**src/rtl/timer_ctrl.sv**
```systemverilog
// Timer sequencer: prescaled down-counter with one-shot/periodic modes,
// pause/resume, abort and rejected-start reporting.
module timer_ctrl #(
  parameter int WIDTH = 16,
  parameter int PRE_W = 8
) (
  input  logic             clk,
  input  logic             clr_b,
  input  logic             start,
  input  logic             abort,
  input  logic             pause,
  input  logic             mode,
  input  logic [WIDTH-1:0] load_val,
  input  logic [PRE_W-1:0] prescale,
  output logic [WIDTH-1:0] count,
  output logic [1:0]       state,
  output logic             running,
  output logic             expire,
  output logic             cfg_err
);

  typedef enum logic [1:0] {
    IDLE = 2'b00,
    RUN  = 2'b01,
    HOLD = 2'b10,
    DONE = 2'b11
  } state_e;

  state_e           st_q;
  logic [WIDTH-1:0] reload_q;
  logic [PRE_W-1:0] pre_cnt_q;
  logic [PRE_W-1:0] pre_lat_q;
  logic             mode_q;

  assign state   = st_q;
  assign running = (st_q == RUN);

  always_ff @(posedge clk or negedge clr_b) begin
    if (!clr_b) begin
      st_q      <= IDLE;
      count     <= '0;
      reload_q  <= '0;
      pre_cnt_q <= '0;
      pre_lat_q <= '0;
      mode_q    <= 1'b0;
      expire    <= 1'b0;
      cfg_err   <= 1'b0;
    end else begin
      expire  <= 1'b0;
      cfg_err <= 1'b0;
      if (abort) begin
        st_q      <= IDLE;
        count     <= '0;
        pre_cnt_q <= '0;
      end else if (start && (load_val != '0)) begin
        reload_q  <= load_val;
        mode_q    <= mode;
        pre_lat_q <= prescale;
        count     <= load_val;
        pre_cnt_q <= prescale;
        st_q      <= RUN;
      end else if (start) begin
        cfg_err <= 1'b1;
      end else if ((st_q == RUN) || (st_q == HOLD)) begin
        if (pause) begin
          st_q <= HOLD;
        end else begin
          // Resume edge counts as an active cycle so only paused cycles are lost
          st_q <= RUN;
          if (pre_cnt_q == '0) begin
            pre_cnt_q <= pre_lat_q;
            if (count == WIDTH'(1)) begin
              expire <= 1'b1;
              if (mode_q) begin
                count <= reload_q;
              end else begin
                count <= '0;
                st_q  <= DONE;
              end
            end else begin
              count <= count - WIDTH'(1);
            end
          end else begin
            pre_cnt_q <= pre_cnt_q - PRE_W'(1);
          end
        end
      end
    end
  end

endmodule

```
**config.mk**
```make
export PLATFORM = sky130hd
export DESIGN_NAME = timer_ctrl
export DESIGN_NICKNAME = d
export VERILOG_FILES = /design/src/rtl/timer_ctrl.sv
export SDC_FILE = /design/constraint.sdc
export NUM_CORES = 1
export LEC_CHECK = 0
export BUFFER_PORTS_ARGS = -buffer_cell sky130_fd_sc_hd__clkbuf_2
export CAP_MARGIN = 20
export CORE_MARGIN = 2
export CORE_UTILIZATION = 35
export CTS_CLUSTER_SIZE = 30
export DETAILED_ROUTE_END_ITERATION = 10
export GPL_TIMING_DRIVEN = 0
export SETUP_SLACK_MARGIN = 0.3
export SLEW_MARGIN = 20
export SYNTH_ARGS = -nofsm -noshare
export SYNTH_HDL_FRONTEND = slang
export SYNTH_SLANG_ARGS = --single-unit
```
**constraint.sdc**
```tcl
create_clock -name clk -period 2.8 [get_ports clk]
set_input_delay 0.14 -clock clk [delete_from_list [all_inputs] [get_ports clk]]
set_output_delay 0.14 -clock clk [all_outputs]
set_load 0.01 [all_outputs]
```
* Yosys cells after proc, flatten, opt, wreduce, memory -nomap -nowiden
Index checks and enable logic that the tools add are counted.
** Word-level totals
- Register bits after elaboration :: 53
- Output and inout bits :: 21
** Cells by class
- Add/sub/neg operators :: 2
- Equal/unequal tests :: 5
- Muxes and demuxes :: 32
- Bitwise logic cells :: 1
- Reductions and logical operators :: 10
** Operators with widths (number)
- 2-to-1 mux 16 bit :: 8
- 2-to-1 mux 8 bit :: 6
- == test 16 x 1 -> 1 bit, second input constant :: 1
- 2-to-1 mux 2 bit :: 8
- nonzero test 16 bit :: 1
- subtractor 16 x 1 -> 16 bit, second input constant :: 1
- 2-to-1 mux 1 bit :: 10
- zero test 8 bit :: 1
- subtractor 8 x 1 -> 8 bit, second input constant :: 1
- nonzero test 3 bit :: 2
- AND reduction 2 bit :: 2
- AND reduction 4 bit :: 1
- != test 3 x 1 -> 1 bit, second input constant :: 1
- != test 3 x 2 -> 1 bit, second input constant :: 1
- AND reduction 3 bit :: 1
- == test 2 x 1 -> 1 bit, second input constant :: 1
- == test 2 bit, second input constant :: 1
- logical AND 1 bit :: 1
- logical OR 1 bit :: 1
- inverter 1 bit :: 1

* Depth between registers and ports, before layout
- Depth after elaboration :: 8
- Mapped depth :: 9
- Depth with buffers taken out :: 7

* Worst setup path before layout
Ideal clock, no wire load.
- Path type :: reg2reg
- Start point :: reg st_q[0], in the netlist state[0]
- End point :: reg count[10]
- Setup time :: 0.119 ns
- Arrival time :: 2.145 ns
- Path slack :: 0.536 ns
- Stages on the path, launching flop included :: 9
- Path through :: dfrtp_1 ha_1 or3_1 clkbuf_1 or3_4 buf_6 a31oi_1 o21ai_1 and2_1
** Between the ends
- Longest elaborated chain between the ends :: 4
- Elaborated cells between the ends (all ways) :: 5
- Classes of those cells :: eq/ne (2); reduce/logical (3)
** RTL lines
- start: declaration :: line 29 : state_e st_q;
- start signal: assignment :: line 40 : st_q <= IDLE;
- start signal: assignment :: line 52 : st_q <= IDLE;
- start signal: assignment :: line 61 : st_q <= RUN;
- == test 2 x 1 -> 1 bit / == test 2 bit (equally long branches) :: line 64 : end else if ((st_q == RUN) || (st_q == HOLD)) begin
- logical OR 1 bit (*) :: line 64
- nonzero test 3 bit (no line) (*)
- AND reduction 4 bit (no line) (*)
- end signal: assignment :: line 59 : count <= load_val;
- end signal: assignment :: line 75 : count <= reload_q;
- end signal: assignment :: line 81 : count <= count - WIDTH'(1);
- end: declaration :: line 15 : output logic [WIDTH-1:0] count,
Mark *: on every way between the ends. The rest lies on a longest branch, timed or not.
A chain may end at the register's enable or synchronous reset.

* Worst setup path after layout
Same ends and word-level chain as after synthesis.

==> out/qor_table.md <==
| Stage | Parameter | Reported |
|---|---|---|
| synth | Post-synth EDFFs | 0 |
| global route | Vias in the first global route | 2659 |
| floorplanning | Initial core utilization | 0.362 |
| layout | Area growth syn-to-layout | 18.3% |
| drt | First-pass iteration count of the detailed router | 5 |
| min path | Worst hold-check path type | primary input to flip-flop |
| drt | Routed wl met2 | 3800 um |
| global route | Number of antenna violations at the first check in global routing | 0 |
| cts | H-Tree Level Count | 2 |
| setup path | Worst setup EP type | flip-flop |
| timing | Final-layout setup total negative slack | 0 ns |
| synth | Count of cell types in the netlist | 51 |
| timing | Tightest slew margin relative to the limit | 0.303 |
| drt | Remaining antenna violation count | 0 |
| synth | Share of the synthesized area in the top cell type | 0.446 |
| placement | Port Buffers | 49 |
| cts | CTS buffer count | 5 |
| setup path | Setup CP Type | flip-flop to flip-flop |
| placement | Detailed placement HPWL | 5830 um |
| timing | Actual transition at the worst max-transition pin | 1.03 ns |
| setup path | Largest driver fanout on the critical path | 10 |
| drt | Initial DRC Count | 199 |
| cts | Clock tree from TritonCTS | done |
| setup path | Timing endpoint of the critical path | count[10]$_DFFE_PN0P_ |
| synth | Async set-reset flop share out of synthesis | 1.00 |
| layout | Leading cell types in the layout, fill and taps excluded | sky130_fd_sc_hd__nand2_1 (83), sky130_fd_sc_hd__dfrtp_1 (53), sky130_fd_sc_hd__clkbuf_2 (49) |
| floorplanning | Vertical extent of the die | 96.2 um |
| floorplanning | Die W | 96.2 um |
| setup path | Worst reg2reg startpoint | state[0]$_DFFE_PN0P_ |
| drt | Wire per inst | 15.9 um |
| timing | Clock period minus final worst setup slack | 2.41 ns |
| floorplanning | Area enclosed by the die boundary | 0.00925 mm^2 |
| setup path | Top cell family by delay on the critical path | simple AND/OR/NAND/NOR gates |
| setup path | Delay of the slowest critical-path stage | 0.44 ns |
| setup path | Critical Path AT | 2.62 ns |
| placement | Final estimated routing congestion in global placement | 0.829 |
| setup path | Kind of start point of the critical path | flip-flop |
| layout | Most frequent standard cell in the layout excluding fill and tap cells | sky130_fd_sc_hd__nand2_1 |
| synth | Primary flip-flop cell chosen by synthesis mapping | sky130_fd_sc_hd__dfrtp_1 |
| timing | Max Transition Viols Final | 0 |
| timing | Final setup skew | 0.0123 ns |
| cts | Clock insertion delay at the later pin of the skew report | 0.32 ns |
| layout | Utilization after layout | 0.428 |
| cts | Number of setup buffers added after CTS | 0 |
| timing | Number of setup violations in the final report | 0 |
| synth | Synthesis Warnings | 0 |
| setup path | Crit path from | state[0]$_DFFE_PN0P_ |
| setup path | Worst path cell trace | ha_1, or3_1, clkbuf_2, or3_4, buf_6, a31oi_1, o21ai_1, and2_1 |
| floorplanning | Std cell rows | 33 |
| timing | Unrepaired setup endpoints after global routing | false |
| synth | Proportion of synthesized chip area in sequential cells | 0.446 |
| drt | Vias per inst | 5.44 |
| drt | Total Routed Length | 8100 um |
| synth | Top cells by area, synth | sky130_fd_sc_hd__dfrtp_1 (45%), sky130_fd_sc_hd__nand2_1 (10%), sky130_fd_sc_hd__o21ai_0 (3.4%) |
| synth | Number of storage elements in the synthesis netlist | 53 |
| synth | Number of instances in the synthesized netlist | 347 |
| setup path | Length in cells of the worst reg-to-reg path | 8 |
| layout | Number of antenna repair diodes | 0 |
| setup path | Count of buffering cells on the critical path with inverters included | 2 |
| power and ir drop | Largest vdd supply drop | 0.000228 V |
| power and ir drop | Static leakage power | 1.62 nW |
| drt | Topmost layer with routed signal wires | met4 |
| drt | Via Count | 2776 |
| layout | # fillers | 850 |
| layout | Net count, final | 439 |
| cts | Clk sink count | 53 |
| synth | Post-synth design cell area | 0.00297 mm^2 |
| global route | Overall track demand over capacity in global routing | 0.184 |
| timing | Share of the clock period used by the worst path after layout | 0.861 |
| cts | Clock edge transition at the registers on the reported setup and hold paths | 0.10 ns |
| drt | DR DRC count | 0 |
| setup path | Master of the slowest instance on the critical path | sky130_fd_sc_hd__or3_4 |
| flow run | Number of max-cap violations | 0 |
| layout | Share of layout cells above drive strength 1 | 0.183 |
| global route | Maximum number of pins on one net before global-route repair | 54 |
| power and ir drop | Power density normalized to cell area | 541 mW/mm^2 |
| floorplanning | Area of the placeable core | 0.00822 mm^2 |
| setup path | Internal reg-to-reg setup slack | 0.39 ns |
| timing | Highest clock rate | 415 MHz |
| drt | Detailed-routed wire length on met3 | 417 um |
| setup path | Reg-to-reg critical path endpoint | count[10]$_DFFE_PN0P_ |
| synth | Post-Synthesis Net Count | 382 |
| setup path | Req. time, crit path | 3.01 ns |
| global route | Total grt overflow | 0 |
| floorplanning | Number of top-level pins | 51 |
| run status | Run status | complete, no violations |
| cts | Clock tree root buffer cell | sky130_fd_sc_hd__clkbuf_8 |
| timing | Number of failing hold endpoints at the final stage | 0 |
| synth | Post-Syn Area per Cell | 8.57 um^2 |
| drt | Routed length on met1 | 3690 um |
| setup path | Cell count along the critical path | 8 |
| global route | Global-route wire length before repair | 13200 um |
| cts | Number of buffers on the longest clock path | 2 |
| synth | Synth area leader | sky130_fd_sc_hd__dfrtp_1 |
==> metal layers <==
metal,up-vias,GRT usage
met5,-,0
met4,0,0.0679
met3,16,0.0298
met1,1337,0.246
li1,1346,-
met2,77,0.301
==> flip-flops by register name (all words and copies together) (netlist names) <==
signal / cells
pre_lat_q: 8
reload_q: 16
cfg_err: 1
mode_q: 1
pre_cnt_q: 8
state: 2
expire: 1
count: 16
==> logic make-up (layout without fill, tap and decap cells) <==
kind of cell	Yosys count	count (layout)	share of synthesized area
xor+xnor	14	14	0.0412
fa+ha+maj	5	5	0.0210
flops	53	53	0.446
compound gates	82	82	0.188
mux	1	1	0.00337
simple gates	161	161	0.255
buf+inv	31	89	0.0454
==> repair_timing <==
action                                 in CTS  in global routing
endpoints found under the hold margin      53                  0
gates resized for setup                     0                  6
hold buffers                                1                  0
setup endpoints to repair                   0                 15
==> how the worst min path moves through the flow <==
| stage | cells past startpoint | slack, ns | startpoint | endpoint |
|---|---|---|---|---|
| 2_1_floorplan | 0 | -0.16 | clr_b | cfg_err$_DFF_PN0_ |
| 3_3_place_gp | 3 | 0.36 | prescale[7] | pre_lat_q[7]$_DFFE_PN0P_ |
| 3_5_place_dp | 1 | 0.28 | clr_b | count[4]$_DFFE_PN0P_ |
| 4_1_cts | 3 | 0.04 | mode | mode_q$_DFFE_PN0P_ |
| 5_1_grt | 3 | 0.05 | mode | mode_q$_DFFE_PN0P_ |
| 6_report | 3 | 0.05 | prescale[7] | pre_lat_q[7]$_DFFE_PN0P_ |
==> worst min-delay path, cell delays in order <==
cell and delay, ns:
sky130_fd_sc_hd__clkbuf_2 0.07, sky130_fd_sc_hd__nand2_1 0.05, sky130_fd_sc_hd__nand2_1 0.06
==> cells in the mapped netlist, drive strengths merged (3+ instances only) <==
library cell and instances:
xor2 5, nor4 10, a2bb2oi 7, nand2 83
dfrtp 53, ha 5, clkbuf 14, o31ai 4
a21oi 11, a311oi 5, or4 3, buf 8
nor3 19, a211oi 12, a31oi 4, nand4 5
xnor2 9, a21boi 5, nor2 22, nand3 4
inv 9, o21ai 21
==> metrics by stage <==
step	instances	area, um^2	hold WS [ns]	total power [mW]	setup slack [ns]
floorplan	347	2970	-0.156	1.15	0.536
detailed placement	501	3350	0.279	1.29	0.135
CTS	510	3500	0.0385	1.92	0.336
global route	510	3520	0.0496	2.01	0.301
global placement	501	3350	0.361	1.28	0.102
finish	510	3520	0.0451	1.90	0.390
==> power by group <==
| part | switching (mW) | internal, mW | leakage, nW | total, mW |
|---|---|---|---|---|
| Clock | 0.269 | 0.356 | 0.0681 | 0.624 |
| Combinational | 0.220 | 0.151 | 0.876 | 0.371 |
| Sequential | 0.0680 | 0.839 | 0.673 | 0.907 |
| Total | 0.556 | 1.35 | 1.62 | 1.90 |
==> final cells by class <==
cell class | instances | area [um^2] | area share
multi-input combinational | 263 | 1530 | 0.435
clock inverter | 3 | 65.1 | 0.0185
timing repair buffer | 50 | 258 | 0.0733
inverter | 9 | 33.8 | 0.00961
clock buffer | 5 | 68.8 | 0.0196
sequential | 53 | 1330 | 0.377
buffer | 22 | 105 | 0.0299
tap | 105 | 131 | 0.0374
(Power assumes the default switching activity.)
